## src/rtl/eth_rx_frame_strip_if.sv

```systemverilog
// PHY RX byte stream in, stripped frame bytes and per-frame status out.
// slave is the stripper side; master is the PHY/consumer side that drives the bytes in.
interface eth_rx_frame_strip_if;
    logic [7:0]  i_data;
    logic        i_data_vl;
    logic [7:0]  o_data;
    logic        o_data_vl;
    logic        o_sof;
    logic        o_done;
    logic [1:0]  o_err_code;
    logic [10:0] o_frame_len;
    logic [15:0] o_good_cnt;
    logic [15:0] o_bad_cnt;

    modport slave (
        input  i_data, i_data_vl,
        output o_data, o_data_vl, o_sof, o_done, o_err_code, o_frame_len,
               o_good_cnt, o_bad_cnt
    );

    modport master (
        output i_data, i_data_vl,
        input  o_data, o_data_vl, o_sof, o_done, o_err_code, o_frame_len,
               o_good_cnt, o_bad_cnt
    );
endinterface

```

## src/rtl/eth_rx_frame_strip.sv

```systemverilog
// Ethernet RX front-end: strips preamble/SFD and FCS, reports per-frame status and counters.
// Define ETH_RX_FCS_CHECK_EN to build the CRC-32 checker (err=1 on FCS mismatch).
module eth_rx_frame_strip #(
    parameter int MIN_FRAME_LEN = 64,
    parameter int MAX_FRAME_LEN = 1518
) (
    input  logic                       eth_rx_clk,
    input  logic                       rst_n,
    eth_rx_frame_strip_if.slave        bus
);
    typedef enum logic [2:0] {S_IDLE, S_PRE, S_DATA, S_DROP, S_DROP_LONG} state_t;

    localparam logic [10:0] MIN_LEN  = 11'(MIN_FRAME_LEN);
    localparam logic [10:0] MAX_LEN  = 11'(MAX_FRAME_LEN);
    localparam logic [1:0]  ERR_OK   = 2'd0;
    localparam logic [1:0]  ERR_FCS  = 2'd1;
    localparam logic [1:0]  ERR_RUNT = 2'd2;
    localparam logic [1:0]  ERR_LONG = 2'd3;

    state_t          state_q, state_d;
    logic [2:0]      pcnt_q, pcnt_d;
    logic [10:0]     len_q, len_d, len_inc;
    logic [3:0][7:0] pipe_q, pipe_d;
    logic [7:0]      data_q, data_d;
    logic            data_vl_q, data_vl_d;
    logic            sof_q, sof_d;
    logic            done_q, done_d;
    logic [1:0]      err_q, err_d;
    logic [10:0]     flen_q, flen_d;
    logic [15:0]     good_q, good_d;
    logic [15:0]     bad_q, bad_d;
    logic            fcs_bad;

`ifdef ETH_RX_FCS_CHECK_EN
    logic [31:0] crc_q, crc_d;

    function automatic logic [31:0] crc32_byte(input logic [31:0] c, input logic [7:0] d);
        logic [31:0] r;
        r = c;
        for (int i = 0; i < 8; i++) begin
            r = (r[0] ^ d[i]) ? ((r >> 1) ^ 32'hEDB88320) : (r >> 1);
        end
        return r;
    endfunction

    function automatic logic [31:0] bit_rev32(input logic [31:0] c);
        logic [31:0] r;
        for (int i = 0; i < 32; i++) begin
            r[i] = c[31-i];
        end
        return r;
    endfunction

    always_comb begin
        crc_d = crc_q;
        if (state_q == S_PRE && bus.i_data_vl && bus.i_data == 8'hD5) begin
            crc_d = 32'hFFFF_FFFF;
        end else if (state_q == S_DATA && bus.i_data_vl) begin
            crc_d = crc32_byte(crc_q, bus.i_data);
        end
    end

    always_ff @(posedge eth_rx_clk or negedge rst_n) begin
        if (!rst_n) crc_q <= '0;
        else        crc_q <= crc_d;
    end

    // Register is kept in reflected order; the magic residue is quoted in normal bit order.
    assign fcs_bad = (bit_rev32(crc_q) != 32'hC704DD7B);
`else
    assign fcs_bad = 1'b0;
`endif

    assign len_inc = (len_q == 11'h7FF) ? len_q : len_q + 11'd1;

    always_comb begin
        state_d   = state_q;
        pcnt_d    = pcnt_q;
        len_d     = len_q;
        pipe_d    = pipe_q;
        data_d    = data_q;
        data_vl_d = 1'b0;
        sof_d     = 1'b0;
        done_d    = 1'b0;
        err_d     = err_q;
        flen_d    = flen_q;
        good_d    = good_q;
        bad_d     = bad_q;

        unique case (state_q)
            S_IDLE: begin
                if (bus.i_data_vl) begin
                    if (bus.i_data == 8'h55) begin
                        state_d = S_PRE;
                        pcnt_d  = 3'd1;
                    end else begin
                        state_d = S_DROP;
                    end
                end
            end
            S_PRE: begin
                if (!bus.i_data_vl) begin
                    state_d = S_IDLE;
                end else if (bus.i_data == 8'h55) begin
                    pcnt_d = (pcnt_q == 3'd7) ? pcnt_q : pcnt_q + 3'd1;
                end else if (bus.i_data == 8'hD5) begin
                    state_d = S_DATA;
                    len_d   = '0;
                end else begin
                    state_d = S_DROP;
                end
            end
            S_DATA: begin
                if (!bus.i_data_vl) begin
                    state_d = S_IDLE;
                    pipe_d  = '0;
                    done_d  = 1'b1;
                    flen_d  = len_q;
                    err_d   = (len_q < MIN_LEN) ? ERR_RUNT : (fcs_bad ? ERR_FCS : ERR_OK);
                end else begin
                    len_d  = len_inc;
                    pipe_d = {pipe_q[2:0], bus.i_data};
                    if (len_inc > MAX_LEN) begin
                        state_d = S_DROP_LONG;
                        pipe_d  = '0;
                    end else if (len_q >= 11'd4) begin
                        // Only bytes that are at least four behind the newest can't be FCS.
                        data_vl_d = 1'b1;
                        data_d    = pipe_q[3];
                        sof_d     = (len_q == 11'd4);
                    end
                end
            end
            S_DROP: begin
                if (!bus.i_data_vl) state_d = S_IDLE;
            end
            S_DROP_LONG: begin
                if (!bus.i_data_vl) begin
                    state_d = S_IDLE;
                    done_d  = 1'b1;
                    flen_d  = len_q;
                    err_d   = ERR_LONG;
                end else begin
                    len_d = len_inc;
                end
            end
            default: state_d = S_IDLE;
        endcase

        if (done_d) begin
            if (err_d == ERR_OK) good_d = (good_q == 16'hFFFF) ? good_q : good_q + 16'd1;
            else                 bad_d  = (bad_q  == 16'hFFFF) ? bad_q  : bad_q  + 16'd1;
        end
    end

    always_ff @(posedge eth_rx_clk or negedge rst_n) begin
        if (!rst_n) begin
            state_q   <= S_IDLE;
            pcnt_q    <= '0;
            len_q     <= '0;
            pipe_q    <= '0;
            data_q    <= '0;
            data_vl_q <= 1'b0;
            sof_q     <= 1'b0;
            done_q    <= 1'b0;
            err_q     <= '0;
            flen_q    <= '0;
            good_q    <= '0;
            bad_q     <= '0;
        end else begin
            state_q   <= state_d;
            pcnt_q    <= pcnt_d;
            len_q     <= len_d;
            pipe_q    <= pipe_d;
            data_q    <= data_d;
            data_vl_q <= data_vl_d;
            sof_q     <= sof_d;
            done_q    <= done_d;
            err_q     <= err_d;
            flen_q    <= flen_d;
            good_q    <= good_d;
            bad_q     <= bad_d;
        end
    end

    assign bus.o_data      = data_q;
    assign bus.o_data_vl   = data_vl_q;
    assign bus.o_sof       = sof_q;
    assign bus.o_done      = done_q;
    assign bus.o_err_code  = err_q;
    assign bus.o_frame_len = flen_q;
    assign bus.o_good_cnt  = good_q;
    assign bus.o_bad_cnt   = bad_q;
endmodule
```

## src/flat_wrapper.sv

```systemverilog
// flat-port wrapper written by rule: the top's interface ports become plain ports
module eth_rx_frame_strip_flat 
#(
    parameter int MIN_FRAME_LEN = 64,
    parameter int MAX_FRAME_LEN = 1518
)
  (eth_rx_clk, rst_n, bus_i_data, bus_i_data_vl, bus_o_data, bus_o_data_vl, bus_o_sof, bus_o_done, bus_o_err_code, bus_o_frame_len, bus_o_good_cnt, bus_o_bad_cnt);
  eth_rx_frame_strip_if bus_i ();
  input  logic eth_rx_clk;
  input  logic rst_n;
  input wire logic [$bits(bus_i.i_data)-1:0] bus_i_data;
  input wire logic [$bits(bus_i.i_data_vl)-1:0] bus_i_data_vl;
  output wire logic [$bits(bus_i.o_data)-1:0] bus_o_data;
  output wire logic [$bits(bus_i.o_data_vl)-1:0] bus_o_data_vl;
  output wire logic [$bits(bus_i.o_sof)-1:0] bus_o_sof;
  output wire logic [$bits(bus_i.o_done)-1:0] bus_o_done;
  output wire logic [$bits(bus_i.o_err_code)-1:0] bus_o_err_code;
  output wire logic [$bits(bus_i.o_frame_len)-1:0] bus_o_frame_len;
  output wire logic [$bits(bus_i.o_good_cnt)-1:0] bus_o_good_cnt;
  output wire logic [$bits(bus_i.o_bad_cnt)-1:0] bus_o_bad_cnt;
  assign bus_i.i_data = bus_i_data;
  assign bus_i.i_data_vl = bus_i_data_vl;
  assign bus_o_data = bus_i.o_data;
  assign bus_o_data_vl = bus_i.o_data_vl;
  assign bus_o_sof = bus_i.o_sof;
  assign bus_o_done = bus_i.o_done;
  assign bus_o_err_code = bus_i.o_err_code;
  assign bus_o_frame_len = bus_i.o_frame_len;
  assign bus_o_good_cnt = bus_i.o_good_cnt;
  assign bus_o_bad_cnt = bus_i.o_bad_cnt;
  eth_rx_frame_strip #(.MIN_FRAME_LEN(MIN_FRAME_LEN), .MAX_FRAME_LEN(MAX_FRAME_LEN)) u_core (.eth_rx_clk(eth_rx_clk), .rst_n(rst_n), .bus(bus_i));
endmodule
```

## config.mk

```make
export PLATFORM = sky130hd
export DESIGN_NAME = eth_rx_frame_strip_flat
export DESIGN_NICKNAME = d
export VERILOG_FILES = /design/src/rtl/eth_rx_frame_strip_if.sv /design/src/rtl/eth_rx_frame_strip.sv /design/src/flat_wrapper.sv
export SDC_FILE = /design/constraint.sdc
export NUM_CORES = 1
export LEC_CHECK = 0
export ABC_AREA = 1
export BUFFER_PORTS_ARGS = -buffer_cell sky130_fd_sc_hd__buf_2
export CORE_MARGIN = 1
export CORE_UTILIZATION = 38
export CTS_CLUSTER_SIZE = 12
export DETAILED_ROUTE_END_ITERATION = 16
export PLACE_DENSITY_LB_ADDON = 0.1
export SYNTH_ARGS = -nofsm -noshare
export SYNTH_HDL_FRONTEND = slang
export SYNTH_SLANG_ARGS = --single-unit
```

## constraint.sdc

```tcl
create_clock -name eth_rx_clk -period 3.65 [get_ports eth_rx_clk]
set_input_delay 0.365 -clock eth_rx_clk [delete_from_list [all_inputs] [get_ports eth_rx_clk]]
set_output_delay 0.365 -clock eth_rx_clk [all_outputs]
set_load 0.005 [all_outputs]
```

Word level (Yosys, flattened, before mapping)
Index checks and enable logic that the tools add are counted.
{ "op_classes": {"n_div": 0, "n_bitwise": 5, "n_mux": 31, "n_reduce_logical": 11, "add_sub_neg": 3, "mul": 0, "n_shift": 0, "n_lt_le_gt_ge": 3, "n_eq_ne": 18} }
{ "op_table": {"columns": ["cell", "count"], "rows": [
  ["32-bit 2-to-1 mux", 2],
  ["11-bit 2-to-1 mux", 5],
  ["16-bit by 1-bit adder with 16-bit output (second input constant)", 2],
  ["16-bit equality test (second input constant)", 2],
  ["11-bit case mux with 2 select lines", 1],
  ["3-bit 2-to-1 mux", 6],
  ["3-bit case mux with 4 select lines", 1],
  ["11-bit by 1-bit adder with 11-bit output (second input constant)", 1],
  ["11-bit equality test (second input constant)", 1],
  ["11-bit by 3-bit equality test with 1-bit output (second input constant)", 1],
  ["11-bit by 3-bit greater-or-equal comparator with 1-bit output (second input constant)", 1],
  ["11-bit > comparator (second input constant)", 1],
  ["11-bit by 7-bit less-than comparator with 1-bit output (second input constant)", 1],
  ["1-bit 2-to-1 mux", 11],
  ["8-bit by 7-bit equality test with 1-bit output (second input constant)", 1],
  ["8-bit equality test (second input constant)", 1],
  ["2-bit 2-to-1 mux", 4],
  ["2-bit inequality test (second input constant)", 4],
  ["4-bit AND reduction", 2],
  ["3-bit by 2-bit equality test with 1-bit output (second input constant)", 2],
  ["3-bit AND reduction", 2],
  ["1-bit NOT", 5],
  ["5-bit AND reduction", 1],
  ["2-bit by 1-bit inequality test with 1-bit output (second input constant)", 2],
  ["10 further kinds", 11]
]} }
{ "word_totals": {"latch_bits": 0, "rom_bits": 0, "register_bits": 102, "mem_bits_rw": 0, "memories": 0} }

Longest topological paths before layout
Gate-level depths: netlist of run 1.
{ "logic_depth": {"depth_word": 7, "depth_mapped": 16, "ltp_nobuf": 16} }

Least setup slack after synthesis of run 1
Ideal clock, no wire load.
{ "synth_timing": {"path_type": "register -> register", "from": "register u_core.len_q[0]", "to": "register u_core.pipe_q[10] in the netlist's numbering", "arrival_ns": 1.680, "required_ns": 3.517, "slack_ns": 1.837, "stages_incl_launch_ff": 16, "cell_sequence": "dfrtp_1 ha_1 inv_1 nor2_4 nand3_4 nand2_1 inv_2 nor2_1 nand2_1 nand2_1 nand2_1 nand2_2 nand2_4 nand2_4 buf_4 o22ai_1"} }
{ "synth_between": {"elab_chain_len": 5} }
{ "synth_lines": {"columns": ["element", "line_no", "source"], "rows": [
  ["from (decl)", "eth_rx_frame_strip.sv:22", "logic [10:0] len_q, len_d, len_inc;"],
  ["from (signal assigned)", "eth_rx_frame_strip.sv:173", "len_q <= len_d;"],
  ["11-bit by 1-bit adder with 11-bit output / 11-bit equality test (equally long branches)", "eth_rx_frame_strip.sv:74", "assign len_inc = (len_q == 11'h7FF) ? len_q : len_q + 11'd1;"],
  ["11-bit 2-to-1 mux (*)", "eth_rx_frame_strip.sv:74", null],
  ["11-bit > comparator (*)", "eth_rx_frame_strip.sv:123", "if (len_inc > MAX_LEN) begin"],
  ["32-bit 2-to-1 mux (*)", "eth_rx_frame_strip.sv:123", null],
  ["32-bit 2-to-1 mux (*)", "eth_rx_frame_strip.sv:114", "if (!bus.i_data_vl) begin"],
  ["to (signal assigned)", "eth_rx_frame_strip.sv:174", "pipe_q <= pipe_d;"],
  ["to (decl)", "eth_rx_frame_strip.sv:23", "logic [3:0][7:0] pipe_q, pipe_d;"]
]} }
Every way passes the cells marked *; elsewhere a longest branch is shown, timed or not.
A chain may end at the register's enable or synchronous reset.

Worst setup path after layout of run 1
{ "layout_timing": {"from": "register u_core.state_q[2]", "to": "register u_core.good_q[7], in the netlist u_core.bus.o_good_cnt[7]"} }
{ "layout_between": {"elab_chain_len": 4} }
{ "layout_lines": {"columns": ["element", "line_no", "source"], "rows": [
  ["from (decl)", "eth_rx_frame_strip.sv:20", "state_t state_q, state_d;"],
  ["from (signal assigned)", "eth_rx_frame_strip.sv:171", "state_q <= state_d;"],
  ["3-bit equality test / 3-bit by 2-bit equality test with 1-bit output (equally long branches)", "eth_rx_frame_strip.sv:90", "unique case (state_q)"],
  ["2-bit case mux with 2 select lines / 2-bit OR reduction (equally long branches)", null, null],
  ["2-bit zero test / 1-bit 2-to-1 mux (equally long branches)", null, null],
  ["3-bit AND reduction (no source line) (*)", null, null],
  ["to (signal assigned)", "eth_rx_frame_strip.sv:181", "good_q <= good_d;"],
  ["to (decl)", "eth_rx_frame_strip.sv:30", "logic [15:0] good_q, good_d;"]
]} }
Marked as above.

==> results of run 1 <==
==> metal layers <==
layer / track usage (%) / vias up
li1: - / 1894
met1: 24.09 / 1750
met2: 26.42 / 70
met3: 4.038 / 8
met4: 6.316 / 0
met5: 0 / -
==> critical path: stages, from the launching register on <==
cell     delay [ns]
dfrtp_1        0.42
inv_1          0.12
nand3_2        0.21
inv_2          0.41
nand2_1        0.14
nand2_1        0.11
nand4_1        0.17
nor2_2         0.51
nand2_1        0.17
nor2_1         0.16
xor2_1         0.15
==> report_power, final <==
group	total [mW]	switching [mW]	internal [mW]	leakage, nW
Combinational	1.28	0.829	0.452	1.31
Clock	0.975	0.409	0.566	0.152
Sequential	1.71	0.230	1.48	1.35
Total	3.96	1.47	2.50	2.81
==> Yosys cell counts, drive strengths merged <==
master and n:
buf 7, o21ai 37, a21oi 4, nand2 134, nor2 32, clkbuf 6
inv 79, nor3 12, dfrtp 102, xor2 17, ha 4, a21boi 1
nand4 23, xnor2 12, nand3 30, nor4 6, clkinv 1, o22ai 29
a211oi 1
==> kinds of logic after synthesis <==
logic type,after synthesis,share of synthesized area [%]
and+or+nand+nor,237,22.94
xor gates and xnor gates,29,5.383
buffers and inverters,93,8.008
DFF,102,54.10
adders and majority gates,4,1.061
AOI/OAI and AO/OA,72,8.512
==> sequential cells by signal (all words and copies together) (netlist names) <==
register,cells
u_core.pipe_q,32
u_core.bus.o_good_cnt,16
u_core.bus.o_data,8
u_core.state_q,3
u_core.bus.o_done,1
u_core.len_q,11
u_core.bus.o_err_code,2
u_core.bus.o_data_vl,1
u_core.bus.o_sof,1
u_core.bus.o_bad_cnt,16
u_core.bus.o_frame_len,11
==> how the worst max path moves through the flow <==
| stage | from | to | slack [ns] | depth (start not counted) |
|---|---|---|---|---|
| global route | u_core.state_q[2]$_DFFE_PN0P_ | u_core.bus.o_good_cnt[7]$_DFFE_PN0P_ | 0.62 | 10 |
| finish | u_core.state_q[2]$_DFFE_PN0P_ | u_core.bus.o_good_cnt[7]$_DFFE_PN0P_ | 1.00 | 10 |
| CTS | u_core.state_q[2]$_DFFE_PN0P_ | u_core.bus.o_good_cnt[7]$_DFFE_PN0P_ | 0.96 | 10 |
| global placement | u_core.state_q[2]$_DFFE_PN0P_ | u_core.bus.o_good_cnt[8]$_DFFE_PN0P_ | 1.08 | 10 |
| floorplan | u_core.len_q[0]$_DFFE_PN0P_ | u_core.pipe_q[10]$_DFFE_PN0P_ | 1.84 | 15 |
| detailed placement | u_core.state_q[2]$_DFFE_PN0P_ | u_core.bus.o_good_cnt[7]$_DFFE_PN0P_ | 0.98 | 10 |
==> area by class of cell <==
cell class | count | area [µm²] | area share [%]
repair buffers | 69 | 355.3 | 6.452
clock buffers | 12 | 256.5 | 4.657
inverters | 80 | 300.3 | 5.452
multi-input cells | 342 | 1788 | 32.46
clock inverters | 4 | 45.04 | 0.8178
flip-flops and latches | 102 | 2552 | 46.34
well taps | 168 | 210.2 | 3.816
==> stage by stage <==
| stage | hold slack (ns) | total power, mW | utilization, % |
|---|---|---|---|
| after floorplan | 0.06941 | 2.589 | - |
| final | 0.1069 | 3.965 | 45.66 |
| after CTS | 0.1357 | 4.019 | 45.66 |
| after detailed placement | 0.4622 | 3.024 | 43.16 |
| after global placement | 0.4561 | 2.997 | 43.16 |
| after global routing | 0.1712 | 4.293 | 45.66 |
==> impl_metrics.env, run 1 <==
export IMPL_status="finished, final reports clean"
export IMPL_final_cell_mix="nand2_1 (127), dfrtp_1 (102), inv_1 (75)"
export IMPL_rows=40
export IMPL_setup_ws_ns=1.003
export IMPL_reg2reg_from="u_core.state_q[2]$_DFFE_PN0P_"
export IMPL_totalWireLength_um=10230
export IMPL_max_clock_freq_ghz=0.3777
export IMPL_io_pins=67
export IMPL_slew_headroom_pct=47.22
export IMPL_synth_top_area_cell="dfrtp_1"
export IMPL_htreeDepth=3
export IMPL_dp_hpwl_um=7301
export IMPL_r2r_end="u_core.bus.o_good_cnt[7]$_DFFE_PN0P_"
export IMPL_synth_nets=552
export IMPL_gp_congestion=0.7790
export IMPL_drc_errors=0
export IMPL_cap_viol_max_count=0
export IMPL_met2RoutedLength_um=4544
export IMPL_fin_skew_ns=0.007509
export IMPL_top_layer="met4"
export IMPL_vdd_drop_max_mv=0.2805
export IMPL_start_util_pct=39.12
export IMPL_rsz0062_at_grt="no"
export IMPL_dpl_cell_area_um2=5206
export IMPL_setup_tns_final_ns=0
export IMPL_fp_coreArea_um2=12060
export IMPL_clock_latency_ns=0.35
export IMPL_crit_fanout=26
export IMPL_fillers=1234
export IMPL_synth_seq_area_share_pct=54.10
export IMPL_p_per_area_nw_per_um2=719.9
export IMPL_cts_setup_buffers=0
export IMPL_first_pass_iters=4
export IMPL_ant_nets=0
export IMPL_p_leak_nw=2.807
export IMPL_synth_top_area_share_pct=54.10
export IMPL_reg2regPathDepth=10
export IMPL_synth_distinct_cells=28
export IMPL_hp_class="primary input to asynchronous set/reset pin"
export IMPL_ys_warn_count=0
export IMPL_syn_area_per_cell_um2=8.786
export IMPL_die_h_um=113.4
export IMPL_worst_pin_slew_ns=0.7916
export IMPL_syn_cell_area_um2=4718
export IMPL_crit_required_ns=3.92
export IMPL_drt_iter0_markers=202
export IMPL_netlist_instances=537
export IMPL_setup_viol=0
export IMPL_grt_overflow_total=0
export IMPL_fin_crit_sh_pct=72.53
export IMPL_grt_max_degree=62
export IMPL_path_class="register to register"
export IMPL_fin_crit_ns=2.647
export IMPL_slew_viol_final=0
export IMPL_pre_cts_ws_ns=0.9826
export IMPL_cts_sinks=102
export IMPL_cts_tree="yes"
export IMPL_cts_resized=0
export IMPL_design_area_um2=5508
export IMPL_vias_per_cell=4.790
export IMPL_dr_wl_met3_um=329
export IMPL_dp_cells=761
export IMPL_worst_setup_path_end_kind="register"
export IMPL_die_w_um=113.4
export IMPL_wl_per_cell_um=13.17
export IMPL_hold_viol_final=0
export IMPL_grt_use_total_pct=17.31
export IMPL_cts_made_buffers=9
export IMPL_grt_pass1_vias=3552
export IMPL_cts_root_buf="clkbuf_16"
export IMPL_clock_path_buffers=2
export IMPL_crit_arrival_ns=2.92
export IMPL_routed_via_count=3722
export IMPL_synth_area_top_cells="dfrtp_1 (54%), nand2_1 (10%), inv_1 (6.0%), o21ai_0 (3.9%), o22ai_1 (3.8%)"
export IMPL_port_buffers=66
export IMPL_ys_ff_latch=102
export IMPL_antenna_found_initial=0
export IMPL_stdcell_count=777
export IMPL_grt_pass1_wl_um=17380
export IMPL_drive_above_1_share_pct=16.58
export IMPL_rrSetupSlack_ns=1.00
export IMPL_cts_hold_buf=0
export IMPL_wl_met1_um=5236
export IMPL_startpoint_type="register"
export IMPL_syn2layout_area_growth_pct=16.73
export IMPL_antenna_cells=0
export IMPL_final_common_cell="nand2_1"
export IMPL_cts_clk_slew_worst_paths_ns=0.07
export IMPL_fin_nets=619
export IMPL_die_area_um2=12870
Note: power is estimated with default switching activity, not from simulation.
==> run 2, diff against run 1 <==
==> constraint.sdc (replaced) <==
create_clock -name eth_rx_clk -period 2.2 [get_ports eth_rx_clk]
set_input_delay 0.22 -clock eth_rx_clk [delete_from_list [all_inputs] [get_ports eth_rx_clk]]
set_output_delay 0.22 -clock eth_rx_clk [all_outputs]
set_load 0.005 [all_outputs]
==> run 2 against run 1 <==
Clock skew is 0.0018 ns lower. Non-clock buffer count is 24 higher. Final cell count is 3.2% higher. Routed wire length is 5.3% higher. Design area is 5.6% higher. Via count is 5.5% higher. Clock power is 54% higher. Register-to-register slack worse by 0.91 ns. Critical path type unchanged.
==> impl_metrics.env, run 2 (synthesis gave the netlist of run 1 again) <==
export IMPL_status="finished, final reports clean"
export IMPL_clock_latency_ns=0.35
export IMPL_crit_fanout=8
export IMPL_slew_viol_final=0
export IMPL_grt_max_degree=44
export IMPL_fin_crit_ns=2.110
export IMPL_die_area_um2=12870
export IMPL_clock_path_buffers=2
export IMPL_slew_headroom_pct=59.15
export IMPL_critical_path_top_delay_family="simple AND/OR/NAND/NOR gates"
export IMPL_hp_class="primary input to register"
export IMPL_worst_setup_path_end_kind="register"
export IMPL_io_pins=67
export IMPL_worst_pin_slew_ns=0.6071
export IMPL_drive_above_1_share_pct=22.24
export IMPL_port_buffers=66
export IMPL_crit_top_cell="nand2_2"
export IMPL_grt_pass1_wl_um=17710
export IMPL_reg2reg_from="u_core.len_q[1]$_DFFE_PN0P_"
export IMPL_fin_nets=644
export IMPL_hold_viol_final=0
export IMPL_cts_tree="yes"
export IMPL_crit_arrival_ns=2.35
export IMPL_hp_start="bus_i_data[2]"
export IMPL_grt_use_total_pct=17.74
export IMPL_design_area_um2=5814
export IMPL_dp_hpwl_um=7701
export IMPL_grt_overflow_total=0
export IMPL_top_register="u_core.pipe_q"
export IMPL_antenna_cells=0
export IMPL_crit_required_ns=2.44
export IMPL_fillers=1165
export IMPL_pre_cts_ws_ns=0.01379
export IMPL_first_pass_iters=4
export IMPL_fin_skew_ns=0.005747
export IMPL_vias_per_cell=4.898
export IMPL_gp_congestion=0.8468
export IMPL_crit_start="u_core.len_q[1]$_DFFE_PN0P_"
export IMPL_cts_clk_slew_worst_paths_ns=0.07
export IMPL_crit_slowest_cell="dfrtp_1"
export IMPL_ant_nets=0
export IMPL_syn2layout_area_growth_pct=23.23
export IMPL_drt_iter0_markers=205
export IMPL_regArea_um2=2552
export IMPL_cts_root_buf="clkbuf_16"
export IMPL_crit_chain="ha_2 > inv_2 > nor2_4 > nand3_4 > nand2_2 > inv_2 > nor2_1 > nand2_1 > nand2_2 > nand2_1 > nand2_2 > nand2_4 > nand2_8 > clkbuf_16 > o21ai_0"
export IMPL_die_w_um=113.4
export IMPL_antenna_found_initial=0
export IMPL_p_leak_nw=2.924
export IMPL_path_class="register to register"
export IMPL_start_util_pct=39.12
export IMPL_rows=40
export IMPL_cts_sinks=102
export IMPL_startpoint_type="register"
export IMPL_routed_via_count=3928
export IMPL_fp_coreArea_um2=12060
export IMPL_htreeDepth=3
export IMPL_die_h_um=113.4
export IMPL_fin_crit_sh_pct=95.91
export IMPL_rsz0062_at_grt="yes"
export IMPL_cap_viol_max_count=0
export IMPL_cts_made_buffers=9
export IMPL_final_cell_mix="nand2_1 (119), dfrtp_1 (102), inv_1 (74)"
export IMPL_final_common_cell="nand2_1"
export IMPL_p_per_area_nw_per_um2=1179
export IMPL_grt_pass1_vias=3652
export IMPL_slowest_delay_ns=0.39
export IMPL_multi_input_area_um2=1864
export IMPL_path_buf_inv=3
export IMPL_max_clock_freq_ghz=0.4739
export IMPL_vdd_drop_max_mv=0.4883
export IMPL_dpl_cell_area_um2=5324
export IMPL_wl_per_cell_um=13.44
export IMPL_setup_ws_ns=0.08999
export IMPL_drc_errors=0
export IMPL_setup_tns_final_ns=0
export IMPL_totalWireLength_um=10780
export IMPL_setup_viol=0
export IMPL_largest_reg_flops=32
==> run 2: changes by cell type in the layout (fill, tap and decap cells not counted), sizes merged <==
cell         delta
clkinvlp        +4
buf            +21
bufinv          -1
clkbuf          +1
clkinv          -2
nand3           +1
dlygate4sd3     +1
==> run 2: layer usage <==
layer | track usage (%) | vias to the layer above | part of all wire (%)
met1 | 24.41 | 1888 | 49
met3 | 2.816 | 12 | 3.0
met2 | 27.16 | 85 | 45
met5 | 0 | - | 0
met4 | 9.211 | 0 | 2.1
li1 | - | 1943 | -
==> run 2: power by group <==
group	internal [mW]	total [mW]	switching (mW)
Sequential	2.45	2.83	0.373
Combinational	1.01	2.53	1.52
Clock	0.796	1.50	0.708
==> run 2: tightest hold or removal path, cell delays in order <==
cell,delay (ns)
buf_2,0.09
nand3_1,0.06
o21ai_0,0.07
==> run 2: path summary, 6_finish.rpt <==
path | to | slack, ns | depth (start not counted)
hold reg to reg | u_core.bus.o_data[0]$_DFFE_PN0P_ | 0.47 | 2
setup / recovery | u_core.pipe_q[31]$_DFFE_PN0P_ | 0.09 | 15
hold / removal | u_core.pipe_q[2]$_DFFE_PN0P_ | 0.13 | 3
setup reg to reg | u_core.pipe_q[31]$_DFFE_PN0P_ | 0.09 | 15
min in group asynchronous | u_core.bus.o_bad_cnt[2]$_DFFE_PN0P_ | 0.39 | 2
max in group asynchronous | u_core.bus.o_bad_cnt[14]$_DFFE_PN0P_ | 1.13 | 3
==> run 2: what timing repair did <==
action	CTS	global route
hold endpoints to repair	40	0
pin swaps	1	10
endpoints found under the setup margin	3	49
gates cloned	0	3
hold buffers	1	0
resized for setup	0	31
setup buffers	0	7
==> run 2: layout make-up <==
cell class / count / share of cell area [%]
clock buffer: 11 / 4.175
clock inverter: 5 / 0.6025
inverter: 80 / 5.165
tap: 168 / 3.615
sequential: 102 / 43.90
multi-input combinational: 343 / 32.06
timing repair buffer: 93 / 10.48
==> run 2: per-stage QoR <==
stage               instances  util (%)  power [mW]  hold slack [ns]
floorplan                 537         -       4.295         -0.07559
global placement          775     44.14       5.133           0.2477
detailed placement        775     44.14       5.181           0.2526
CTS                       792     46.52       6.708           0.1191
global route              802     48.21       7.385           0.1377
finish                    802     48.21       6.857           0.1255
==> run 3, diff against run 2 <==
--- a/config.mk
+++ b/config.mk
@@ -8,7 +8,7 @@
 export ABC_AREA = 1
 export BUFFER_PORTS_ARGS = -buffer_cell sky130_fd_sc_hd__buf_2
 export CORE_MARGIN = 1
-export CORE_UTILIZATION = 38
+export CORE_UTILIZATION = 32
 export CTS_CLUSTER_SIZE = 12
 export DETAILED_ROUTE_END_ITERATION = 16
 export PLACE_DENSITY_LB_ADDON = 0.1
==> run 3 against run 2 <==
Sequential cell count stayed put. Utilization down 7.7 points. Register-to-register slack better by 0.03 ns. Sequential share of layout area fell by 0.38 points. Hold slack better by 0.0073 ns. Critical path type unchanged. Highest routed layer unchanged. Final cell count increased by 2.5%. Design area grew 0.88%. Largest cell class unchanged.
==> impl_metrics.env, run 3 (synthesis gave the netlist of run 1 again) <==
export IMPL_hp_class="primary input to register"
export IMPL_worst_pin_slew_ns=0.6061
export IMPL_fillers=1466
export IMPL_cap_viol_max_count=0
export IMPL_hold_viol_final=0
export IMPL_drt_iter0_markers=236
export IMPL_die_area_um2=15230
export IMPL_antenna_found_initial=0
export IMPL_fin_crit_sh_pct=94.67
export IMPL_fin_crit_ns=2.083
export IMPL_first_pass_iters=5
export IMPL_status="finished, final reports clean"
export IMPL_rsz0062_at_grt="yes"
export IMPL_cts_clk_slew_worst_paths_ns=0.07
export IMPL_cts_tree="yes"
export IMPL_vdd_drop_max_mv=0.4358
export IMPL_cts_root_buf="clkbuf_16"
export IMPL_top_register="u_core.pipe_q"
export IMPL_pwr_share_clk_pct=24.2
export IMPL_startpoint_type="register"
export IMPL_grt_use_total_pct=15.44
export IMPL_totalPowerFinal_mw=7.062
export IMPL_grt_overflow_total=0
export IMPL_fp_coreArea_um2=14480
export IMPL_slew_viol_final=0
export IMPL_fin_nets=648
export IMPL_crit_slowest_cell="dfrtp_1"
export IMPL_max_clock_freq_ghz=0.4801
export IMPL_htreeDepth=3
export IMPL_slowest_delay_ns=0.38
export IMPL_crit_required_ns=2.42
export IMPL_path_class="register to register"
export IMPL_largest_reg_flops=32
export IMPL_clock_path_buffers=2
export IMPL_crit_arrival_ns=2.31
export IMPL_syn2layout_area_growth_pct=24.32
export IMPL_io_pins=67
export IMPL_reg2regPathDepth=15
export IMPL_setup_tns_final_ns=0
export IMPL_r2r_end="u_core.pipe_q[15]$_DFFE_PN0P_"
export IMPL_gp_congestion=0.8062
export IMPL_port_buffers=66
export IMPL_routed_via_count=3862
export IMPL_rrSetupSlack_ns=0.12
export IMPL_grt_pass1_wl_um=18080
export IMPL_slew_headroom_pct=59.22
export IMPL_rows=44
export IMPL_regArea_um2=2552
export IMPL_dp_hpwl_um=7775
export IMPL_setup_viol=0
export IMPL_antenna_cells=0
export IMPL_final_common_cell="nand2_1"
export IMPL_totalWireLength_um=11100
export IMPL_drive_above_1_share_pct=21.32
export IMPL_ant_nets=0
export IMPL_reg2reg_from="u_core.len_q[0]$_DFFE_PN0P_"
export IMPL_grt_max_degree=103
export IMPL_switching_share_pct=36.75
export IMPL_grt_pass1_vias=3608
export IMPL_final_cell_mix="nand2_1 (124), dfrtp_1 (102), inv_1 (74)"
export IMPL_worst_setup_path_end_kind="register"
export IMPL_p_comb_share_pct=36.0
export IMPL_drc_errors=0
export IMPL_wl_per_cell_um=13.50
export IMPL_multi_input_area_um2=1847
export IMPL_p_per_area_nw_per_um2=1204
export IMPL_hold_ws_ns=0.1328
export IMPL_cp_endpoint="u_core.pipe_q[15]$_DFFE_PN0P_"
export IMPL_crit_start="u_core.len_q[0]$_DFFE_PN0P_"
export IMPL_fin_skew_ns=0.01064
export IMPL_die_h_um=123.4
export IMPL_start_util_pct=32.59
export IMPL_switchingPower_mw=2.595
export IMPL_die_w_um=123.4
export IMPL_share_seq_of_total_power_pct=39.8
export IMPL_crit_chain="ha_2 > inv_2 > nor2_4 > nand3_4 > nand2_2 > nand2_2 > nor2_2 > nand2_1 > nand2_1 > nand2_1 > nand2_2 > nand2_8 > nand2_8 > clkbuf_16 > o22ai_1"
export IMPL_internal_power_mw=4.466
export IMPL_cts_made_buffers=9
export IMPL_p_leak_nw=2.954
export IMPL_clock_latency_ns=0.35
export IMPL_cts_sinks=102
export IMPL_crit_fanout=9
export IMPL_vias_per_cell=4.698
-- run 3: cell count changes in the layout (fill, tap and decap cells not counted), sizes merged --
cell	before	now
clkbuf	13	12
clkinv	2	4
clkinvlp	4	1
bufinv	0	2
nand2	134	135
buf	90	93
-- run 3: what timing repair did --
item | 4_1_cts | 5_1_grt
setup endpoints to repair | 0 | 51
gates resized for setup | 0 | 10
setup buffers | 0 | 8
hold buffers | 1 | 0
hold endpoints to repair | 102 | 0
-- run 3: worst min path at each step --
stage | startpoint | endpoint | cells past startpoint
2_1_floorplan | rst_n | u_core.bus.o_bad_cnt[0]$_DFFE_PN0P_ | 0
3_3_place_gp | rst_n | u_core.bus.o_bad_cnt[10]$_DFFE_PN0P_ | 2
3_5_place_dp | rst_n | u_core.bus.o_bad_cnt[14]$_DFFE_PN0P_ | 2
4_1_cts | bus_i_data[2] | u_core.pipe_q[2]$_DFFE_PN0P_ | 3
5_1_grt | bus_i_data[0] | u_core.pipe_q[0]$_DFFE_PN0P_ | 3
6_report | bus_i_data[2] | u_core.pipe_q[2]$_DFFE_PN0P_ | 3
-- run 3: metrics by stage --
stage | instance area (µm²) | util, % | worst slack (ns) | std cells
final | 5866 | 40.51 | 0.1172 | 822
after global routing | 5866 | 40.51 | -0.03536 | 822
after CTS | 5697 | 39.35 | 0.001042 | 810
after detailed placement | 5371 | 37.10 | 0.01747 | 793
after global placement | 5371 | 37.10 | 0.01954 | 793
after floorplan | 4718 | - | 0.3870 | 537
-- run 3: worst max-delay path, delay by kind of cell, from the launching register on --
| kind | cells | cell delay (ns) |
|---|---|---|
| buffers and inverters | 2 | 0.21 |
| adders and majority gates | 1 | 0.20 |
| AOI/OAI and AO/OA | 1 | 0.06 |
| DFF | 1 | 0.38 |
| and+or+nand+nor | 11 | 1.09 |
-- run 3: layout make-up --
class / count / area share, %
Clock inverter: 6 / 1.472
Clock buffer: 10 / 3.904
Inverter: 80 / 5.119
Sequential cell: 102 / 43.52
Multi-Input combinational cell: 344 / 31.48
Tap cell: 184 / 3.925
Timing Repair Buffer: 96 / 10.58
-- run 3: power by group through the flow --
stage	combinational [mW]	sequential (mW)	clock [mW]
after floorplan	1.48	2.81	0
after detailed placement	2.37	2.85	0
final	2.54	2.81	1.71
after CTS	2.38	2.82	1.76
after global placement	2.36	2.84	0
after global routing	2.89	2.89	1.84
-- run 3: routing by layer --
| layer | global-route usage [%] | part of all wire (%) | vias up |
|---|---|---|---|
| met5 | 0 | 0 | - |
| met4 | 5.873 | 1.3 | 0 |
| met3 | 3.644 | 3.4 | 8 |
| met2 | 22.97 | 45 | 62 |
| met1 | 21.61 | 50 | 1842 |
| li1 | - | - | 1950 |
